`config.mk`:
```
export PLATFORM = sky130hd
export DESIGN_NAME = pipelined_rca_adder
export DESIGN_NICKNAME = d
export VERILOG_FILES = /design/src/rtl/pipelined_rca_adder.sv
export SDC_FILE = /design/constraint.sdc
export NUM_CORES = 1
export LEC_CHECK = 0
export BUFFER_PORTS_ARGS = -buffer_cell sky130_fd_sc_hd__buf_4
export CAP_MARGIN = 20
export CORE_MARGIN = 1
export CORE_UTILIZATION = 55
export CTS_CLUSTER_SIZE = 24
export DETAILED_ROUTE_END_ITERATION = 10
export PLACE_DENSITY = 0.83
export SLEW_MARGIN = 10
export SYNTH_ARGS = -nofsm -noshare
export SYNTH_HDL_FRONTEND = slang
export SYNTH_SLANG_ARGS = --single-unit
```
`constraint.sdc`:
```
create_clock -name clk -period 2.3 [get_ports clk]
set_input_delay 0.46 -clock clk [delete_from_list [all_inputs] [get_ports clk]]
set_output_delay 0.46 -clock clk [all_outputs]
set_load 0.01 [all_outputs]
```
`src/rtl/pipelined_rca_adder.sv`:
```
// Pipelined ripple-carry adder/subtractor: WIDTH bits split into STAGES chunks with registered inter-chunk carries.
// Optional OVERFLOW_FLAG_EN adds a signed-overflow output aligned with sum.
module pipelined_rca_adder #(
    parameter int unsigned WIDTH  = 8,
    parameter int unsigned STAGES = 2
) (
    input  logic             clk,
    input  logic             rst,
    input  logic             in_valid,
    output logic             in_ready,
    input  logic [WIDTH-1:0] a,
    input  logic [WIDTH-1:0] b,
    input  logic             cin,
    input  logic             sub,
    output logic             out_valid,
    input  logic             out_ready,
    output logic [WIDTH-1:0] sum,
    output logic             cout
`ifdef OVERFLOW_FLAG_EN
    ,
    output logic             ovf
`endif
);

    localparam int unsigned CW = WIDTH / STAGES;

    // Whole pipe shifts together; it only freezes when the output is occupied and not taken.
    logic adv;
    assign adv      = ~out_valid | out_ready;
    assign in_ready = adv;

    for (genvar k = 0; k < STAGES; k++) begin : g_stage
        // Operand bits still to be summed at this stage, and sum bits produced so far.
        localparam int unsigned OW = WIDTH - k * CW;
        localparam int unsigned SW = (k + 1) * CW;

        logic [OW-1:0] a_in;
        logic [OW-1:0] b_in;
        logic          c_in;
        logic          v_in;
        logic [CW:0]   chunk;
        logic [SW-1:0] sum_d;

        logic          v_q;
        logic          c_q;
        logic [SW-1:0] sum_q;

        if (k == 0) begin : g_first
            assign a_in  = a;
            assign b_in  = sub ? ~b : b;
            assign c_in  = sub | cin;
            assign v_in  = in_valid;
            assign sum_d = chunk[CW-1:0];
        end else begin : g_next
            assign a_in  = g_stage[k-1].g_fwd.a_q;
            assign b_in  = g_stage[k-1].g_fwd.b_q;
            assign c_in  = g_stage[k-1].c_q;
            assign v_in  = g_stage[k-1].v_q;
            assign sum_d = {chunk[CW-1:0], g_stage[k-1].sum_q};
        end

        assign chunk = {1'b0, a_in[CW-1:0]} + {1'b0, b_in[CW-1:0]} + {{CW{1'b0}}, c_in};

        // Data only loads on a valid op so bubbles leave the previous result in place.
        always_ff @(posedge clk or negedge rst) begin
            if (!rst) begin
                v_q   <= 1'b0;
                c_q   <= 1'b0;
                sum_q <= '0;
            end else if (adv) begin
                v_q <= v_in;
                if (v_in) begin
                    c_q   <= chunk[CW];
                    sum_q <= sum_d;
                end
            end
        end

        // Skew: carry the not-yet-summed upper operand chunks forward.
        if (k < STAGES - 1) begin : g_fwd
            logic [OW-CW-1:0] a_q;
            logic [OW-CW-1:0] b_q;

            always_ff @(posedge clk or negedge rst) begin
                if (!rst) begin
                    a_q <= '0;
                    b_q <= '0;
                end else if (adv && v_in) begin
                    a_q <= a_in[OW-1:CW];
                    b_q <= b_in[OW-1:CW];
                end
            end
        end

`ifdef OVERFLOW_FLAG_EN
        // Carry into MSB is recovered from the MSB sum bit, then xored with carry out.
        if (k == STAGES - 1) begin : g_ovf
            logic ovf_q;

            always_ff @(posedge clk or negedge rst) begin
                if (!rst) begin
                    ovf_q <= 1'b0;
                end else if (adv && v_in) begin
                    ovf_q <= a_in[CW-1] ^ b_in[CW-1] ^ chunk[CW-1] ^ chunk[CW];
                end
            end
        end
`endif
    end

    assign out_valid = g_stage[STAGES-1].v_q;
    assign sum       = g_stage[STAGES-1].sum_q;
    assign cout      = g_stage[STAGES-1].c_q;
`ifdef OVERFLOW_FLAG_EN
    assign ovf       = g_stage[STAGES-1].g_ovf.ovf_q;
`endif

endmodule

```
# ---- Word-level counts from Yosys, hierarchy flattened
# Cells that the tools add are included.
dict set report totals {
  output_inout_bits 11
  reg_bits 24
  word_cells 20
}
dict set report op_classes {
  bitwise_logic 4
  muxes 1
  n_addsub 4
  reduce_logical 3
}
# operator count
set op_table {}
lappend op_table {{$add A4 B4 Y5} 2}
lappend op_table {{$add A5 B1 Y5} 2}
lappend op_table {{$mux W8} 1}
lappend op_table {{$not A8 Y8} 1}
lappend op_table {{$reduce_and A2 Y1} 2}
lappend op_table {{$or A1 B1 Y1} 2}
lappend op_table {{$logic_and A1 B1 Y1} 1}
lappend op_table {{$not A1 Y1} 1}

# ---- Logic depth before layout (Yosys ltp)
# Gate-level depths: netlist of run 1.
dict set report depth {
  ltp_word 4
  ltp_mapped 7
  depth_no_buf 6
}

# ---- Worst setup path after synthesis of run 1
# Ideal clock, no wire load.
dict set report synth_path {
  kind {input-to-reg}
  startpoint {input sub}
  endpoint {register g_stage[0].c_q}
  cell_stages 7
  setup_ns 0.129
  required_time_ns 2.171
  setup_slack_ns 0.068
  path_buffers 1
  arrival_time_ns 2.103
  path_cell_list {buf_2 > or2_2 > fa_1 > fa_1 > a21o_1 > a21oi_1 > o21ai_0}
}
dict set report synth_between {
  elab_chain_len 3
  word_cells_on_any_way 4
  classes_between {2 x add/sub; 1 x mux; 1 x bitwise}
}
# item line
set synth_lines {}
lappend synth_lines {{from (decl)} 14} ;# input logic sub,
lappend synth_lines {{$mux W8} 50} ;# assign b_in = sub ? ~b : b;
lappend synth_lines {{$add A4 B4 Y5} 62} ;# assign chunk = {1'b0, a_in[CW-1:0]} + {1'b0, b_in[CW-1:0]} + {{CW{1'b0}}, c_in};
lappend synth_lines {{$add A5 B1 Y5 (*)} 62}
lappend synth_lines {{to (signal assigned)} 73} ;# c_q <= chunk[CW];
lappend synth_lines {{to (decl)} 45} ;# logic c_q;
# Mark *: on every way between the ends. The rest lies on a longest branch, timed or not.
# A chain may end at the register's enable or synchronous reset.

# ---- Worst setup path in the final report of run 1
# Same ends and word-level chain as after synthesis.

==> results of run 1 <==
state kept, by name, indices dropped and copies added (netlist names):
name / flops
cout: 1
out_valid: 1
g_stage.g_fwd.a_q: 4
g_stage.v_q: 1
sum: 8
g_stage.c_q: 1
g_stage.sum_q: 4
g_stage.g_fwd.b_q: 4
cells in the mapped netlist (all sizes together):
library cell  number
clkbuf             1
nor3               2
buf                2
dfrtp             24
a21boi             2
xor2               6
a21oi              6
fa                 4
o31ai              2
nor2b              2
or2                1
nand3              2
ha                 6
nand2              3
a21o               1
and3b              2
xnor2              4
o21ai             18
mux2              11
inv                6
layout make-up:
class                   instances  area [um^2]  area share
well taps                      28         35.0      0.0223
repair buffers                 33          248       0.158
inverters                       6         27.5      0.0175
flip-flops and latches         24          601       0.383
clock buffers                   4         36.3      0.0231
multi-input cells              72          622       0.396
metal layers:
metal,wire [um],share of wire,up-vias
li1,-,-,433
met5,0,0,-
met2,1230,0.53,34
met3,91,0.039,5
met4,54,0.023,0
met1,956,0.41,444
metrics by stage:
step | utilization | setup slack, ns | cells
after detailed placement | 0.700 | 0.0597 | 163
after global placement | 0.700 | 0.0903 | 163
final | 0.716 | 0.409 | 167
after floorplan | - | 0.0679 | 105
after global routing | 0.716 | 0.364 | 167
after CTS | 0.716 | 0.418 | 167
power breakdown:
part / internal [mW] / switching, mW / leakage (nW)
clock network: 0.0969 / 0.131 / 0.0210
registers: 0.553 / 0.0750 / 0.286
logic: 0.293 / 0.241 / 0.441
final timing paths:
kind                                 from                      end  slack (ns)
max in group asynchronous             rst                   sum[0]        2.06
hold / removal                        rst           g_stage[0].v_q       0.004
setup / recovery                      sub           g_stage[0].c_q        0.41
setup reg to reg           g_stage[0].c_q                   sum[5]        0.68
min in group clk                     a[7]  g_stage[0].g_fwd.a_q[3]        0.36
hold reg to reg                    sum[2]                   sum[2]        0.53
cells by family (layout without fill, tap and decap cells):
kind of cell	count (synthesis)	count (layout)	synth area share
buffers and inverters	9	43	0.0384
xor gates and xnor gates	10	10	0.0689
and+or+nand+nor	12	12	0.0669
AOI/OAI and AO/OA	29	29	0.128
DFF	24	24	0.472
adders and majority gates	10	10	0.122
muxes	11	11	0.103
==> impl_metrics.tcl, run 1 <==
set metrics [dict create \
    power_leakage_nw 0.748 \
    yosys_warnings 0 \
    crit_fanout 4 \
    fin_area_um2 1570 \
    postCtsSetupRepairBufs 0 \
    grt.total_usage 0.212 \
    outcome "finished, final reports clean" \
    vias 916 \
    met2_usage 0.347 \
    routedWlPerCell_um 14.0 \
    die_x_um 50.1 \
    critPathBufInv 1 \
    cts_buffer_depth 2 \
    path_class "input pin to flop" \
    first_pass_iters 7 \
    cts.repair.resized 0 \
    slew_violations 0 \
    drive_gt1_frac 0.388 \
    busiest_layer "met2" \
    rsz0062_at_grt "no" \
    gp_congestion 0.791 \
    drt-total-wl_um 2330 \
    power.total_mw 1.39 \
    coreArea_um2 2190 \
    skew_ns 0.00503 \
    grt_pass1_wl_um 3850 \
    synth_top_area_cell "dfrtp_1" \
    fin_setup_tns_ns 0 \
    fin_crit_ns 1.89 \
    power_density_nw_per_um2 886 \
    worstPathRequired_ns 2.51 \
    maxCapViolCount 0 \
    dieArea_um2 2510 \
    cts.sinks 24 \
    irDropWorstVdd_v 0.000483 \
    crit_family "adder cells" \
    crit_cells 7 \
    holdWs_ns 0.00358 \
    antenna_cells 0 \
    setup_viol 0 \
    layout_commonest_cell "buf_4" \
    grt_antenna_before_repair 0 \
    clk_latency_ns 0.32 \
    ys_ff_latch 24 \
    worstPathArrival_ns 2.11 \
    cp_slowest_cell "fa_1" \
    critPathLaunchType "input pin" \
    fill_cells 159 \
    use_met1 0.274 \
    io_pins 33 \
    initial_utilization 0.580 \
    dieHeight_um 50.1 \
    synth_cell_types 28 \
    hold_path.class "input pin to async pin" \
    placed_cell_area_um2 1530 \
    finalCritPeriodShare 0.822 \
    overflow 0 \
    ys_top_cells_by_area "dfrtp_1, mux2_2, o21ai_0" \
    cts_buffers 3 \
    num_rows 17 \
    clockRootBuffer "clkbuf_4" \
    grt_max_degree 25 \
    hold_violations 0 \
    tightest_slew_ns 0.334 \
    timing.fmax_mhz 529 \
    h-tree-depth 1 \
    antenna_left 0 \
    critPathCaptureType "flop" \
    synth.avg_cell_area_um2 12.1 \
    cpMostUsedCell "fa_1" \
    layout_common_cells "buf_4, dfrtp_1, o21ai_0, mux2_2" \
    reg2reg_depth 4 \
    area_delta_synth_final_pct 23.4 \
    synth_top_cell_area_share 0.472 \
    portBuffers 32 \
    drt_iter0_markers 11 \
    crit_path_max_incr_delay_ns 0.41 \
    syn_inst 105 \
    syn_area_um2 1270 \
    use_met3 0.0216 \
    synth-seq-area-share 0.472 \
    nets 172 \
    syn-num-nets 137 \
    grt_pass1_vias 860 \
    hold_buffers 0 \
    slew_headroom 0.777 \
    vias_per_cell 5.49 \
    cts_tree "done" \
    path_cells "buf_4 > or2_2 > fa_1 > fa_1 > a21o_1 > a21oi_1 > o21ai_0" \
    cts.reportedPaths.clkPinSlew_ns 0.13 \
    drc 0 \
]
Power figures use the tool's default switching activity.
==> run 2: changes to the inputs <==
- CORE_UTILIZATION: 55 -> 51
- PLACE_DENSITY: 0.83 -> 0.77
- clock period: 2.3 -> 1.93 ns (I/O delays scaled with it)
==> run 2 against run 1 <==
  * Via count is 1.9% lower
  * Count of clock-buffer cells in the layout is 1 lower
  * Clock power is 58% higher
  * Core utilization is 0.86 points lower
  * Wire length is 5.1% lower
  * Sequential share of layout area is 0.98 points lower
  * Power is 26% higher
  * Sequential power is 19% higher
  * Clock skew is 0.0044 ns higher
  * First-iteration DRC count is 27% lower
  * Non-clock buffer count is 2 higher
  * Largest power group unchanged
==> impl_metrics.tcl, run 2 (synthesized netlist as in run 1, its figures left out) <==
set metrics [dict create \
    cts.reportedPaths.clkPinSlew_ns 0.13 \
    critPathCaptureType "flop" \
    skew_ns 0.00943 \
    maxCapViolCount 0 \
    cts.sinks 24 \
    num_rows 17 \
    layout_common_cells "buf_4, dfrtp_1, o21ai_0, mux2_2" \
    fin_area_um2 1610 \
    drive_gt1_frac 0.404 \
    area_delta_synth_final_pct 26.7 \
    slew_violations 0 \
    vias_per_cell 5.32 \
    crit_fanout 3 \
    portBuffers 32 \
    layout_commonest_cell "buf_4" \
    cp_slowest_cell "fa_2" \
    io_pins 33 \
    cts_buffers 3 \
    worstPathArrival_ns 1.94 \
    coreArea_um2 2280 \
    setup_ws_ns 0.230 \
    critPathBufInv 2 \
    power.total_mw 1.75 \
    path_cells "buf_4 > or2_4 > fa_2 > fa_2 > buf_4 > xnor2_1 > o21ai_0" \
    die_x_um 51.9 \
    critPathLaunchType "input pin" \
    path_class "input pin to flop" \
    initial_utilization 0.559 \
    drt-total-wl_um 2210 \
    clk_latency_ns 0.32 \
    grt_pass1_vias 873 \
    slew_headroom 0.793 \
    fin_crit_ns 1.70 \
    timing.fmax_mhz 588 \
    outcome "finished, final reports clean" \
    hold_path.class "input pin to flop" \
    drc 0 \
    pre_cts_slack_ns -0.106 \
    place_hpwl_um 1750 \
    nets 174 \
    drt_iter0_markers 8 \
    routedWlPerCell_um 13.1 \
    grt.total_usage 0.188 \
    setup_viol 0 \
    worstPathRequired_ns 2.17 \
    tightest_slew_ns 0.310 \
    grt_antenna_before_repair 0 \
    vias 899 \
    grt_pass1_wl_um 3700 \
    cts_buffer_depth 2 \
    h-tree-depth 1 \
    finalCritPeriodShare 0.881 \
    gp_congestion 0.776 \
    cts_tree "done" \
    antenna_cells 0 \
    holdWs_ns 0.289 \
    overflow 0 \
    first_pass_iters 4 \
    crit_path_max_incr_delay_ns 0.41 \
    power_density_nw_per_um2 1080 \
    largest_reg_flops 8 \
    grt_max_degree 25 \
    dieHeight_um 51.9 \
    hold_violations 0 \
    dieArea_um2 2700 \
    irDropWorstVdd_v 0.000895 \
    crit_family "adder cells" \
    power_leakage_nw 0.764 \
    antenna_left 0 \
    placed_cell_area_um2 1550 \
    clockRootBuffer "clkbuf_4" \
    rsz0062_at_grt "no" \
]
-- run 2: changes by cell type in the layout (fill, tap and decap cells not counted) --
cell / before / now
buf_4: 33 / 34
bufinv_16: 0 / 1
clkbuf_8: 1 / 0
dlygate4sd3_1: 0 / 1
fa_1: 4 / 2
fa_2: 0 / 2
o21ai_0: 17 / 16
o21ai_1: 1 / 2
or2_2: 1 / 0
or2_4: 0 / 1
-- run 2: per-stage QoR --
stage | TNS, ns | util | std cells
final | 0 | 0.708 | 169
after global routing | 0 | 0.708 | 169
after CTS | 0 | 0.708 | 169
after detailed placement | -0.297 | 0.680 | 164
after global placement | -0.189 | 0.680 | 164
after floorplan | -0.103 | - | 105
-- run 2: worst paths after layout --
check	to	slack, ns	cells past startpoint	from
setup / recovery	g_stage[0].sum_q[2]	0.23	7	sub
hold reg to reg	g_stage[0].sum_q[0]	0.53	1	g_stage[0].sum_q[0]
hold / removal	g_stage[0].g_fwd.a_q[2]	0.29	2	a[6]
setup reg to reg	sum[5]	0.30	4	g_stage[0].c_q
min in group asynchronous	out_valid	0.48	2	rst
max in group asynchronous	sum[2]	1.22	2	rst
-- run 2: timing repair --
action	in CTS	in global routing
hold buffers	1	0
endpoints found under the setup margin	0	0
setup buffers	0	0
gates resized for setup	0	0
endpoints found under the hold margin	24	0
-- run 2: cell type report --
type	instances	area, um^2
timing repair buffer	35	265
clock buffer	3	22.5
clock inverter	1	30.0
fill	168	666
sequential	24	601
inverter	6	27.5
tap	28	35.0
multi-input combinational	72	629
-- run 2: metal layers --
layer | share of wire | routed length, um | up-vias | global-route usage
li1 | - | - | 437 | -
met1 | 0.44 | 982 | 433 | 0.239
met2 | 0.51 | 1130 | 25 | 0.331
met3 | 0.032 | 70 | 4 | 0.0263
met4 | 0.012 | 26 | 0 | 0.0541
met5 | 0 | 0 | - | 0
-- run 2: power breakdown --
part / leakage [nW] / switching, mW / internal, mW
clock network: 0.0279 / 0.151 / 0.210
logic: 0.450 / 0.284 / 0.356
registers: 0.286 / 0.0854 / 0.659
